**config.mk**
```make
export PLATFORM = sky130hd
export DESIGN_NAME = chacha_keystream_xor_flat
export DESIGN_NICKNAME = d
export VERILOG_FILES = /design/src/rtl/chacha_keystream_xor_if.sv /design/src/rtl/chacha_keystream_xor.sv /design/src/flat_wrapper.sv
export SDC_FILE = /design/constraint.sdc
export NUM_CORES = 1
export LEC_CHECK = 0
export CORE_MARGIN = 3
export CORE_UTILIZATION = 35
export CTS_BUF_LIST = sky130_fd_sc_hd__clkbuf_4
export DETAILED_ROUTE_END_ITERATION = 10
export PLACE_DENSITY = 0.61
export RECOVER_POWER = 100
export SLEW_MARGIN = 20
export SYNTH_ARGS = -nofsm -noshare
export SYNTH_HDL_FRONTEND = slang
export SYNTH_SLANG_ARGS = --single-unit
```
**constraint.sdc**
```tcl
create_clock -name clk -period 5.2 [get_ports clk]
set_input_delay 1.3 -clock clk [delete_from_list [all_inputs] [get_ports clk]]
set_output_delay 1.3 -clock clk [all_outputs]
set_load 0.01 [all_outputs]
```
**src/rtl/chacha_keystream_xor_if.sv**
```systemverilog
// Bus bundle for chacha_keystream_xor: core block read port, plaintext in, ciphertext out.
// slave is the keystream XOR block; master is the surrounding core/producer/consumer.
interface chacha_keystream_xor_if #(
  parameter int CNT_W = 32
);
  logic             core_blk_ready;
  logic             core_rd_blk;
  logic [7:0]       core_data;
  logic [7:0]       pt_data;
  logic             pt_valid;
  logic             pt_last;
  logic             pt_ready;
  logic [7:0]       ct_data;
  logic             ct_valid;
  logic             ct_last;
  logic             ct_ready;
  logic [CNT_W-1:0] blk_count;

  modport master (
    output core_blk_ready, core_data, pt_data, pt_valid, pt_last, ct_ready,
    input  core_rd_blk, pt_ready, ct_data, ct_valid, ct_last, blk_count
  );

  modport slave (
    input  core_blk_ready, core_data, pt_data, pt_valid, pt_last, ct_ready,
    output core_rd_blk, pt_ready, ct_data, ct_valid, ct_last, blk_count
  );
endinterface

```
**src/rtl/chacha_keystream_xor.sv**
```systemverilog
// Fetches a 64-byte keystream block from the chacha core and XORs it onto a byte stream.
// Optional: CHACHA_XOR_LAST_FLUSH_EN drops the block remainder after a pt_last byte.
//
// state | meaning
// IDLE  | no block held; request one when the core has it ready
// FETCH | latency wait, then capture 64 keystream bytes one per cycle
// SERVE | XOR buffered keystream onto accepted plaintext bytes
module chacha_keystream_xor #(
  parameter int CNT_W     = 32,
  parameter int FETCH_LAT = 0
) (
  input logic                clk,
  input logic                rst,
  chacha_keystream_xor_if.slave bus
);

  typedef enum logic [1:0] {IDLE, FETCH, SERVE} state_t;

  localparam logic [1:0]       LAT     = 2'(FETCH_LAT);
  localparam logic [CNT_W-1:0] CNT_ONE = {{(CNT_W-1){1'b0}}, 1'b1};

  state_t           state_q, state_d;
  logic [7:0]       ks_buf [64];
  logic [5:0]       cap_idx_q, rd_idx_q;
  logic [1:0]       lat_cnt_q;
  logic [CNT_W-1:0] blk_count_q;
  logic             rd_blk_q;
  logic [7:0]       ct_data_q;
  logic             ct_valid_q, ct_last_q;
  logic             cap_en, pt_ready, pt_hs, cap_done, serve_done;

  always_ff @(posedge clk or posedge rst) begin
    if (rst) state_q <= IDLE;
    else     state_q <= state_d;
  end

  always_comb begin
    state_d = state_q;
    case (state_q)
      IDLE:    if (bus.core_blk_ready) state_d = FETCH;
      FETCH:   if (cap_done) state_d = SERVE;
      SERVE:   if (serve_done) state_d = IDLE;
      default: state_d = IDLE;
    endcase
  end

  always_comb begin
    cap_en   = 1'b0;
    pt_ready = 1'b0;
    case (state_q)
      FETCH:   cap_en = (lat_cnt_q == 2'd0);
      SERVE:   pt_ready = !ct_valid_q | bus.ct_ready;
      default: ;
    endcase
  end

  assign pt_hs    = bus.pt_valid & pt_ready;
  assign cap_done = cap_en & (cap_idx_q == 6'd63);
`ifdef CHACHA_XOR_LAST_FLUSH_EN
  assign serve_done = pt_hs & ((rd_idx_q == 6'd63) | bus.pt_last);
`else
  assign serve_done = pt_hs & (rd_idx_q == 6'd63);
`endif

  // Keystream buffer carries no reset; a block is only read after a full capture.
  always_ff @(posedge clk) begin
    if (cap_en) ks_buf[cap_idx_q] <= bus.core_data;
  end

  always_ff @(posedge clk or posedge rst) begin
    if (rst) begin
      rd_blk_q    <= 1'b0;
      lat_cnt_q   <= 2'd0;
      cap_idx_q   <= 6'd0;
      rd_idx_q    <= 6'd0;
      blk_count_q <= '0;
      ct_data_q   <= 8'd0;
      ct_valid_q  <= 1'b0;
      ct_last_q   <= 1'b0;
    end else begin
      // Request pulse coincides with the first FETCH cycle.
      rd_blk_q <= (state_q == IDLE) & bus.core_blk_ready;

      if (state_q == IDLE)
        lat_cnt_q <= LAT;
      else if (state_q == FETCH && lat_cnt_q != 2'd0)
        lat_cnt_q <= lat_cnt_q - 2'd1;

      if (state_q == IDLE)
        cap_idx_q <= 6'd0;
      else if (cap_en)
        cap_idx_q <= cap_idx_q + 6'd1;

      if (cap_done) begin
        blk_count_q <= blk_count_q + CNT_ONE;
        rd_idx_q    <= 6'd0;
      end else if (pt_hs) begin
        rd_idx_q <= rd_idx_q + 6'd1;
      end

      if (pt_hs) begin
        ct_data_q  <= bus.pt_data ^ ks_buf[rd_idx_q];
        ct_last_q  <= bus.pt_last;
        ct_valid_q <= 1'b1;
      end else if (bus.ct_ready) begin
        ct_valid_q <= 1'b0;
      end
    end
  end

  assign bus.core_rd_blk = rd_blk_q;
  assign bus.pt_ready    = pt_ready;
  assign bus.ct_data     = ct_data_q;
  assign bus.ct_valid    = ct_valid_q;
  assign bus.ct_last     = ct_last_q;
  assign bus.blk_count   = blk_count_q;

endmodule

```
**src/flat_wrapper.sv**
```systemverilog
// flat-port wrapper written by rule: the top's interface ports become plain ports
module chacha_keystream_xor_flat 
#(
  parameter int CNT_W     = 32,
  parameter int FETCH_LAT = 0
)
  (clk, rst, bus_core_blk_ready, bus_core_data, bus_pt_data, bus_pt_valid, bus_pt_last, bus_ct_ready, bus_core_rd_blk, bus_pt_ready, bus_ct_data, bus_ct_valid, bus_ct_last, bus_blk_count);
  chacha_keystream_xor_if #(.CNT_W(CNT_W)) bus_i ();
  input logic clk;
  input logic rst;
  input wire logic [$bits(bus_i.core_blk_ready)-1:0] bus_core_blk_ready;
  input wire logic [$bits(bus_i.core_data)-1:0] bus_core_data;
  input wire logic [$bits(bus_i.pt_data)-1:0] bus_pt_data;
  input wire logic [$bits(bus_i.pt_valid)-1:0] bus_pt_valid;
  input wire logic [$bits(bus_i.pt_last)-1:0] bus_pt_last;
  input wire logic [$bits(bus_i.ct_ready)-1:0] bus_ct_ready;
  output wire logic [$bits(bus_i.core_rd_blk)-1:0] bus_core_rd_blk;
  output wire logic [$bits(bus_i.pt_ready)-1:0] bus_pt_ready;
  output wire logic [$bits(bus_i.ct_data)-1:0] bus_ct_data;
  output wire logic [$bits(bus_i.ct_valid)-1:0] bus_ct_valid;
  output wire logic [$bits(bus_i.ct_last)-1:0] bus_ct_last;
  output wire logic [$bits(bus_i.blk_count)-1:0] bus_blk_count;
  assign bus_i.core_blk_ready = bus_core_blk_ready;
  assign bus_i.core_data = bus_core_data;
  assign bus_i.pt_data = bus_pt_data;
  assign bus_i.pt_valid = bus_pt_valid;
  assign bus_i.pt_last = bus_pt_last;
  assign bus_i.ct_ready = bus_ct_ready;
  assign bus_core_rd_blk = bus_i.core_rd_blk;
  assign bus_pt_ready = bus_i.pt_ready;
  assign bus_ct_data = bus_i.ct_data;
  assign bus_ct_valid = bus_i.ct_valid;
  assign bus_ct_last = bus_i.ct_last;
  assign bus_blk_count = bus_i.blk_count;
  chacha_keystream_xor #(.CNT_W(CNT_W), .FETCH_LAT(FETCH_LAT)) u_core (.clk(clk), .rst(rst), .bus(bus_i));
endmodule
```
# [Yosys cells after proc, flatten, opt, wreduce, memory -nomap -nowiden]
# Memory sizes are Yosys's and may differ from the RTL's.
# Index checks and enable logic that the tools add are counted.
[word_totals] regBits=59 latch_bits=0 ram_bits=512 romBits=0 input_bits=22 out_inout_bits=44 wordCells=53 n_memories=1
[classes] add_sub_neg=4 multipliers=0 n_div=0 magnitude_cmp=0 eq_ne=7 shifts=0 n_mux=16 bitwise_logic=6 reduce_logical=10
[mem_list] memory="u_core.ks_buf" depth=64 width=8 rd=1 rd_ports_with_merged_regs=0 wr=1 line="chacha_keystream_xor.sv:23" rtl="logic [7:0] ks_buf [64];"
[ops] cell="adder 32 x 1 -> 32 bit (second input constant)" count=1
[ops] cell="two-way mux 6 bit" count=4
[ops] cell="adder 6 x 1 -> 6 bit (second input constant)" count=2
[ops] cell="equality test 6 bit (second input constant)" count=2
[ops] cell="two-way mux 2 bit" count=5
[ops] cell="nonzero test 2 bit" count=5
[ops] cell="XOR 8 bit" count=1
[ops] cell="two-way mux 1 bit" count=6
[ops] cell="one-hot mux 2 bit (3 select lines)" count=1
[ops] cell="AND 1 bit" count=4
[ops] cell="logical NOT 2 bit" count=2
[ops] cell="!= test 2 x 1 -> 1 bit (second input constant)" count=2
[ops] cell="AND reduction 3 bit" count=1
[ops] cell="equality test 2 x 1 -> 1 bit (second input constant)" count=1
[ops] cell="equality test 2 bit (second input constant)" count=1
[ops] cell="!= test 2 bit (second input constant)" count=1
[ops] cell="subtractor 2 x 1 -> 2 bit (second input constant)" count=1
[ops] cell="logical AND 1 bit" count=1
[ops] cell="logical NOT 1 bit" count=1
[ops] cell="OR 1 bit" count=1

# [Depth between registers and ports, before layout]
# Gate-level depths: netlist (run 1).
[depth] depth_word=7 mapped_depth=10 depth_no_buf=8

# [Least setup slack after synthesis (run 1)]
# No wires, ideal clock.
[synth_timing] kind="input-to-output" startpoint="input port bus_ct_ready" endpoint="output port bus_pt_ready" t_arrival_ps=1622 required_ps=3900 path_slack_ps=2278 path_stages=2 n_path_buf=0 path_cell_list="nand2b_1 -> and2_1"
[synth_between] elab_chain_cells=2
[synth_lines] element="start, declared" line="flat_wrapper.sv:16" rtl="input wire logic [$bits(bus_i.ct_ready)-1:0] bus_ct_ready;"
[synth_lines] element="OR 1 bit" line="chacha_keystream_xor.sv:52" rtl="SERVE: pt_ready = !ct_valid_q | bus.ct_ready;"
[synth_lines] element="two-way mux 1 bit" line="chacha_keystream_xor.sv:50" rtl="case (state_q)"
[synth_lines] element="end, declared" line="flat_wrapper.sv:18" rtl="output wire logic [$bits(bus_i.pt_ready)-1:0] bus_pt_ready;"
# Every way passes these cells.

# [Worst setup path after layout (run 1)]
[layout_timing] startpoint="register u_core.rd_idx_q[0]" endpoint="register u_core.ct_data_q[3] (netlist: u_core.bus.ct_data[3])"
[layout_between] elab_chain_cells=2
[layout_lines] element="start, declared" line="chacha_keystream_xor.sv:24" rtl="logic [5:0] cap_idx_q, rd_idx_q;"
[layout_lines] element="start signal, assigned" line="chacha_keystream_xor.sv:98" rtl="rd_idx_q <= rd_idx_q + 6'd1;"
[layout_lines] element="memory read (64 x 8 bit)"
[layout_lines] element="XOR 8 bit" line="chacha_keystream_xor.sv:102" rtl="ct_data_q <= bus.pt_data ^ ks_buf[rd_idx_q];"
[layout_lines] element="end signal, assigned" line="chacha_keystream_xor.sv:102"
[layout_lines] element="end, declared" line="chacha_keystream_xor.sv:28" rtl="logic [7:0] ct_data_q;"
# Every way passes these cells.
# A chain may end at the register's enable or synchronous reset.

==> results.tsv, run 1 <==
stage	metric	value	unit
final_layout	syn_to_final_growth	15.4	%
grt	overflow	0	
die	core	0.0638	sq mm
yosys	synth_fa_ha_area_share	0.219	%
die	initial_core_util	35.8	%
critical_path	cp-end-kind	flop	
timing	slew_viol_final	566	
yosys	syn_area_per_cell	18.3	sq um
critical_path	startpoint	u_core.rd_idx_q[0]$_DFFE_PP0P_	
yosys	synth_top_area_share	67.4	%
yosys	synth_xor_area_share	1.42	%
detailed_routing	drt_iter0_markers	1061	
critical_path	r2r-start	u_core.rd_idx_q[0]$_DFFE_PP0P_	
pwr	p_seq_share	52.9	%
critical_path	cp-start-kind	flop	
timing	grt_setup_unrepaired	no	
timing	timing.slew.headroom	-109	%
clock_tree	cts_tree	yes	
pwr	peakVddDrop	159	uV
yosys	synth_simple_gate_area_share	5.47	%
clock_tree	cts_sinks	571	
placement	gp_congestion	0.852	
grt	grt_pass1_vias	12740	
timing	fmax	237	MHz
detailed_routing	post-route-drc-count	0	
pwr	clockPowerShare	39.9	%
pwr	intPower	7760	uW
clock_tree	cts_resized	0	
detailed_routing	dr_total_vias	12407	
yosys	synth_warnings	0	
yosys	async_flop_share	10.3	%
run	drv_cap	12	
clock_tree	clock_path_buffers	3	
detailed_routing	ant_nets	0	
clock_tree	htreeDepth	4	
critical_path	crit_slowest_cell	dfrtp_1	
detailed_routing	routed_via_density	5.20	
yosys	synth_compound_area_share	3.64	%
placement	hpwlAfterDp	32.8	mm
yosys	synth.most_common_cell	edfxtp_1	
timing	fin_crit_sh	81.1	%
die	die_area	0.0683	sq mm
yosys	synth_top_family_by_area	multiplexers	
timing	fin_skew	0.0477	ns
critical_path	required	6.10	ns
die	rows	92	
timing	hold_viol_final	0	
yosys	ys.flop_type	edfxtp_1	
grt	track_usage	16.1	%
yosys	synth.distinct_cells	53	
clock_tree	postCtsSetupBuffers	0	
detailed_routing	drt-total-wl	53.8	mm
clock_tree	clkLatencyLatePin	0.98	ns
critical_path	worstReg2RegEnd	u_core.bus.ct_data[3]$_DFFE_PP0P_	
critical_path	ff2ff_setup_slack	0.99	ns
critical_path	worstPathMaxFanout	32	
pwr	p_total	10300	uW
timing	worst_pin_slew	3.13	ns
run_status	violations	max-capacitance violations, max-slew violations	
yosys	seq_area_frac_synth	73.9	%
pwr	leakage	0.00860	uW
final_layout	fillers	5789	
yosys	synth-edff-count	512	
yosys	syn_nets	1270	
yosys	synth.area.mux_share	13.8	%
die	num_io_pins	66	
clock_tree	numCtsBuffers	152	
critical_path	crit_type	reg -> reg	
yosys	syn_area	0.0228	sq mm
critical_path	cp-endpoint	u_core.bus.ct_data[3]$_DFFE_PP0P_	
clock_tree	clk_pin_slew	0.06	ns
min_path	hp-class	reg -> reg	
clock_tree	holdBufCountCts	0	
grt	grt_max_degree	65	
final_layout	nets	1443	
grt	grt_pass1_wl	80.5	mm
yosys	yosys.area.top_type	edfxtp_1	
critical_path	cp.arrival	5.11	ns
grt	antenna_found_initial	4	
run_status	status	finished, violations left	
yosys	synth-seq-cells	571	
critical_path	reg2reg_depth	8	
placement	port_buffers	65	
clock_tree	root_buffer	clkbuf_4	
yosys	synthCells	1244	
detailed_routing	post_drt_wl_per_cell	22.6	microns
critical_path	path_cells	buf_4 -> buf_4 -> mux4_2 -> mux2i_1 -> o221ai_1 -> and4_1 -> a211o_1 -> nand3_1	
pwr	p_per_area	391	mW/mm^2
final_layout	drive_gt1_share	26.3	%
yosys	synth.area.top_cells	edfxtp_1 (67%), mux4_2 (9.5%), dfrtp_1 (6.5%)	
pwr	p_comb_share	7.2	%
critical_path	cp_slowest_stage_delay	1.69	ns
detailed_routing	dr.pass1.iters	5	
timing	setup_viol	0	
pwr	netSwitchingPower	2530	uW
pwr	p_sw_share	24.6	%
timing	final.setup.tns	0	ns
yosys	synth_commonest_cells	edfxtp_1 (512), mux4_2 (96), nor2_1 (95), nand2_1 (63), dfrtp_1 (59)	
critical_path	crit_top_cell	buf_4	
die	die_h	261	microns
die	die_w	261	microns
timing	fin_crit	4.21	ns
## worst max-delay path, delay by kind of cell, from the launching register on
kind / cells / cell delay, ns
buffers and inverters: 2 / 0.93
AND/OR/NAND/NOR: 2 / 0.32
multiplexers: 2 / 0.78
AO/OA/AOI/OAI: 2 / 0.39
flip-flops: 1 / 1.69
## per-stage QoR
| step | worst slack (ns) | area [sq um] | util [%] | hold WS (ns) | std cells |
|---|---|---|---|---|---|
| 2_1_floorplan | 2.28 | 22800 | - | 0.501 | 1244 |
| 3_3_place_gp | 1.31 | 24300 | 38.1 | 0.461 | 2109 |
| 3_5_place_dp | 1.33 | 24300 | 38.1 | 0.471 | 2109 |
| 4_1_cts | 1.01 | 26400 | 41.3 | 0.477 | 2381 |
| 5_1_grt | 0.621 | 26300 | 41.3 | 0.492 | 2384 |
| 6_report | 0.985 | 26300 | 41.3 | 0.468 | 2384 |
## area by class of cell
class	count	area [sq um]	share of cell area (%)
Clock buffer	223	1670	6.36
Antenna cell	3	7.51	0.0285
Inverter	6	22.5	0.0856
Timing Repair Buffer	85	733	2.79
Multi-Input combinational cell	601	5600	21.3
Clock inverter	49	364	1.38
Tap cell	846	1060	4.02
Sequential cell	571	16900	64.1
## power groups by stage
stage	clock [uW]	combinational, uW	sequential [uW]
after global routing	4510	789	5460
after CTS	4230	752	5440
after global placement	0	732	5520
after floorplan	0	446	5450
final	4110	742	5440
after detailed placement	0	749	5530
## registers in the layout, indices dropped and copies added, names as in the netlist
register / cells
u_core.ks_buf: 512
u_core.rd_idx_q: 6
u_core.bus.ct_last: 1
u_core.cap_idx_q: 6
u_core.lat_cnt_q: 2
u_core.bus.ct_valid: 1
u_core.bus.blk_count: 32
u_core.bus.core_rd_blk: 1
u_core.state_q: 2
u_core.bus.ct_data: 8
## how the worst min path moves through the flow
stage	from	end	slack [ns]	cells after the start
finish	u_core.bus.blk_count[31]$_DFFE_PP0P_	u_core.bus.blk_count[31]$_DFFE_PP0P_	0.47	1
global route	u_core.bus.blk_count[31]$_DFFE_PP0P_	u_core.bus.blk_count[31]$_DFFE_PP0P_	0.49	1
CTS	u_core.bus.blk_count[31]$_DFFE_PP0P_	u_core.bus.blk_count[31]$_DFFE_PP0P_	0.48	1
detailed placement	u_core.bus.blk_count[31]$_DFFE_PP0P_	u_core.bus.blk_count[31]$_DFFE_PP0P_	0.47	1
global placement	u_core.bus.blk_count[31]$_DFFE_PP0P_	u_core.bus.blk_count[31]$_DFFE_PP0P_	0.46	1
floorplan	u_core.lat_cnt_q[1]$_DFFE_PP0P_	u_core.lat_cnt_q[1]$_DFFE_PP0P_	0.50	1
## placed cells by master, fill, tap and decap left out, types with 13 or more instances in the layout
cell	Yosys	layout
mux2_2	40	40
dlygate4sd3_1	0	44
mux4_2	96	96
clkinv_1	0	31
mux2i_1	50	50
nor2_1	95	95
xnor2_1	28	28
nand3_1	22	22
o22ai_1	30	30
clkdlybuf4s50_1	0	13
clkbuf_4	0	223
nand2_1	63	63
dfrtp_1	59	57
edfxtp_1	512	512
a21oi_1	13	13
clkbuf_1	29	14
## logic make-up after synthesis
family	after synthesis
simple gates	258
compound gates	115
buf+inv	72
flops	571
fa+ha+maj	4
xor+xnor	37
mux	187
## layer usage
| layer | share of wire [%] | GRT usage, % | up-vias | wire length (microns) |
|---|---|---|---|---|
| li1 | - | - | 5450 | - |
| met1 | 44 | 22.1 | 6385 | 23500 |
| met2 | 47 | 24.6 | 472 | 25400 |
| met3 | 6.9 | 4.47 | 96 | 3700 |
| met4 | 2.1 | 5.85 | 4 | 1130 |
| met5 | 0.11 | 0 | - | 61 |
Power figures use the tool's default switching activity.
==> run 2: changes to the inputs <==
--- a/config.mk
+++ b/config.mk
@@ -9,7 +9,7 @@
 export CORE_UTILIZATION = 35
 export CTS_BUF_LIST = sky130_fd_sc_hd__clkbuf_4
 export DETAILED_ROUTE_END_ITERATION = 10
-export PLACE_DENSITY = 0.61
+export PLACE_DENSITY = 0.63
 export RECOVER_POWER = 100
 export SLEW_MARGIN = 20
 export SYNTH_ARGS = -nofsm -noshare
==> constraint.sdc (replaced) <==
create_clock -name clk -period 3.7 [get_ports clk]
set_input_delay 0.925 -clock clk [delete_from_list [all_inputs] [get_ports clk]]
set_output_delay 0.925 -clock clk [all_outputs]
set_load 0.01 [all_outputs]
==> run 2 against run 1 <==
  * The flow still finishes with violations (max-capacitance violations, max-slew violations)
  * Clock power increased by 32%
  * Clock-buffer cell count fell by 12
  * Sequential power is 41% higher
  * First-iteration DRC count up 16%
  * Die area did not move
  * Routed wire length rose by 1.4%
  * Register-to-register slack got worse by 0.72 ns
  * Power up 38%
  * Largest cell class unchanged
==> results.tsv, run 2 (same netlist as run 1, synthesis figures left out) <==
stage	metric	value	unit	change
timing	worst_pin_slew	3.29	ns	+0.155 ns
clock_tree	clock_path_buffers	3		unchanged
timing	hold_viol_final	0		unchanged
die	num_io_pins	66		unchanged
grt	overflow	0		unchanged
timing	fin_crit_sh	92.9	%	+12 points
final_layout	mostFrequentLayoutCells	edfxtp_1 (512), clkbuf_4 (211), mux4_2 (96), nor2_1 (95), clkbuf_1 (78)		
critical_path	cp.arrival	4.23	ns	-0.88 ns
run_status	violations	max-capacitance violations, max-slew violations		
critical_path	r2r-start	u_core.lat_cnt_q[0]$_DFFE_PP0P_		
die	rows	92		unchanged
timing	holdWs	0.466	ns	-0.00193 ns
final_layout	register_area	0.0169	sq mm	about the same
pwr	peakVddDrop	233	uV	+46%
detailed_routing	post-route-drc-count	0		unchanged
die	die_area	0.0683	sq mm	unchanged
timing	slew_viol_final	484		-14%
critical_path	cp-end-kind	flop		
pwr	p_per_area	535	mW/mm^2	+37%
grt	grt_pass1_vias	13186		+3.5%
timing	fin_skew	0.0441	ns	-0.00356 ns
run	drv_cap	10		-2
min_path	hp-class	reg -> reg		
grt	grt_pass1_wl	81.5	mm	+1.2%
grt	grt_max_degree	65		unchanged
pwr	leakage	0.00867	uW	+0.77%
critical_path	worstPathMaxFanout	14		-56%
clock_tree	clkLatencyLatePin	0.95	ns	-0.03 ns
final_layout	largest_reg_flops	512		unchanged
timing	setup_viol	0		unchanged
detailed_routing	dr_total_vias	12665		+2.1%
final_layout	final_area	0.0265	sq mm	+0.69%
detailed_routing	drt_iter0_markers	1229		+16%
die	die_h	261	microns	unchanged
die	core	0.0638	sq mm	unchanged
critical_path	required	4.49	ns	-1.61 ns
critical_path	startpoint	u_core.lat_cnt_q[0]$_DFFE_PP0P_		
critical_path	crit_type	reg -> reg		
final_layout	fillers	5834		+0.78%
placement	placed_area	0.0249	sq mm	+2.4%
clock_tree	cts_sinks	571		unchanged
timing	fmax	291	MHz	+23%
placement	port_buffers	65		unchanged
grt	antenna_found_initial	3		-1
final_layout	nets	1515		+5.0%
clock_tree	holdBufCountCts	0		unchanged
final_layout	regMostFlops	u_core.ks_buf		
grt	track_usage	16.3	%	+0.26 points
final_layout	final_common_cell	edfxtp_1		
timing	grt_setup_unrepaired	no		
clock_tree	clk_pin_slew	0.06	ns	about the same
placement	gp_congestion	0.818		-3.9%
detailed_routing	ant_nets	0		unchanged
final_layout	drive_gt1_share	25.5	%	-0.86 points
timing	final.setup.tns	0	ns	unchanged
clock_tree	cts_tree	yes		
placement	hpwlAfterDp	34.4	mm	+4.7%
clock_tree	numCtsBuffers	147		-3.3%
min_path	hp-start	u_core.bus.blk_count[31]$_DFFE_PP0P_		
die	initial_core_util	35.8	%	unchanged
clock_tree	htreeDepth	4		unchanged
run_status	status	finished, violations left		
detailed_routing	post_drt_wl_per_cell	22.4	microns	-0.96%
detailed_routing	routed_via_density	5.19		-0.30%
critical_path	cp-start-kind	flop		
final_layout	syn_to_final_growth	16.2	%	
clock_tree	root_buffer	clkbuf_4		
detailed_routing	drt-total-wl	54.6	mm	+1.4%
detailed_routing	dr.pass1.iters	5		unchanged
final_layout	multi_input_area	0.00559	sq mm	-0.22%
die	die_w	261	microns	unchanged
timing	fin_crit	3.44	ns	-0.777 ns
timing	timing.slew.headroom	-119	%	-10 points
[run 2: path summary, 6_finish.rpt]
path | endpoint | slack [ns] | cells after the start
min reg2reg | u_core.bus.blk_count[31]$_DFFE_PP0P_ | 0.47 | 1
max in group asynchronous | u_core.rd_idx_q[2]$_DFFE_PP0P_ | 2.07 | 3
min | u_core.bus.blk_count[31]$_DFFE_PP0P_ | 0.47 | 1
max | u_core.bus.blk_count[5]$_DFFE_PP0P_ | 0.26 | 8
min in group asynchronous | u_core.bus.blk_count[14]$_DFFE_PP0P_ | 0.84 | 2
max reg2reg | u_core.bus.blk_count[5]$_DFFE_PP0P_ | 0.26 | 8
[run 2: report_power, final]
| part | switching (uW) | internal (uW) |
|---|---|---|
| clock network | 2480 | 2960 |
| logic | 801 | 286 |
| registers | 181 | 7470 |
| total | 3460 | 10700 |
[run 2: layout make-up]
class | instances | share of cell area [%]
Tap cell | 846 | 3.99
Clock buffer | 211 | 5.98
Sequential cell | 571 | 63.6
Inverter | 6 | 0.0897
Timing Repair Buffer | 162 | 4.08
Clock inverter | 40 | 1.10
Antenna cell | 4 | 0.0378
Multi-Input combinational cell | 601 | 21.1
[run 2: repair_timing]
item | in CTS | in global routing
resized for setup | 2 | 0
buffers inserted | 0 | 0
endpoints found under the setup margin | 1 | 0
[run 2: metrics by stage]
step	power [uW]	worst slack (ns)	std cells	utilization, %
CTS	14400	0.135	2437	42.0
global route	14800	0.0964	2441	41.6
floorplan	8280	1.32	1244	-
global placement	8890	0.474	2186	39.0
finish	14200	0.262	2441	41.6
detailed placement	8930	0.484	2186	39.0
[run 2: worst max-delay path, cell delays in order (launching register included)]
cell and delay [ns]:
dfrtp_1 0.41, inv_1 0.07, ha_1 0.34, nand2_1 0.15, nor4_1 0.94, clkbuf_1 0.71, nand4_1 0.23, or2_2 0.33
xnor2_1 0.12
[run 2: per-layer routing]
| metal | track usage [%] | vias up | part of all wire [%] |
|---|---|---|---|
| li1 | - | 5575 | - |
| met1 | 21.8 | 6493 | 42 |
| met2 | 24.4 | 501 | 46 |
| met3 | 5.16 | 94 | 8.1 |
| met4 | 7.53 | 2 | 3.3 |
| met5 | 0 | - | 0.024 |
==> run 3: changes to the inputs <==
--- a/config.mk
+++ b/config.mk
@@ -11,7 +11,6 @@
 export DETAILED_ROUTE_END_ITERATION = 10
 export PLACE_DENSITY = 0.63
 export RECOVER_POWER = 100
-export SLEW_MARGIN = 20
 export SYNTH_ARGS = -nofsm -noshare
 export SYNTH_HDL_FRONTEND = slang
 export SYNTH_SLANG_ARGS = --single-unit
==> results of run 3 <==
Final layout, timing and power as in run 2 (identical DEF).
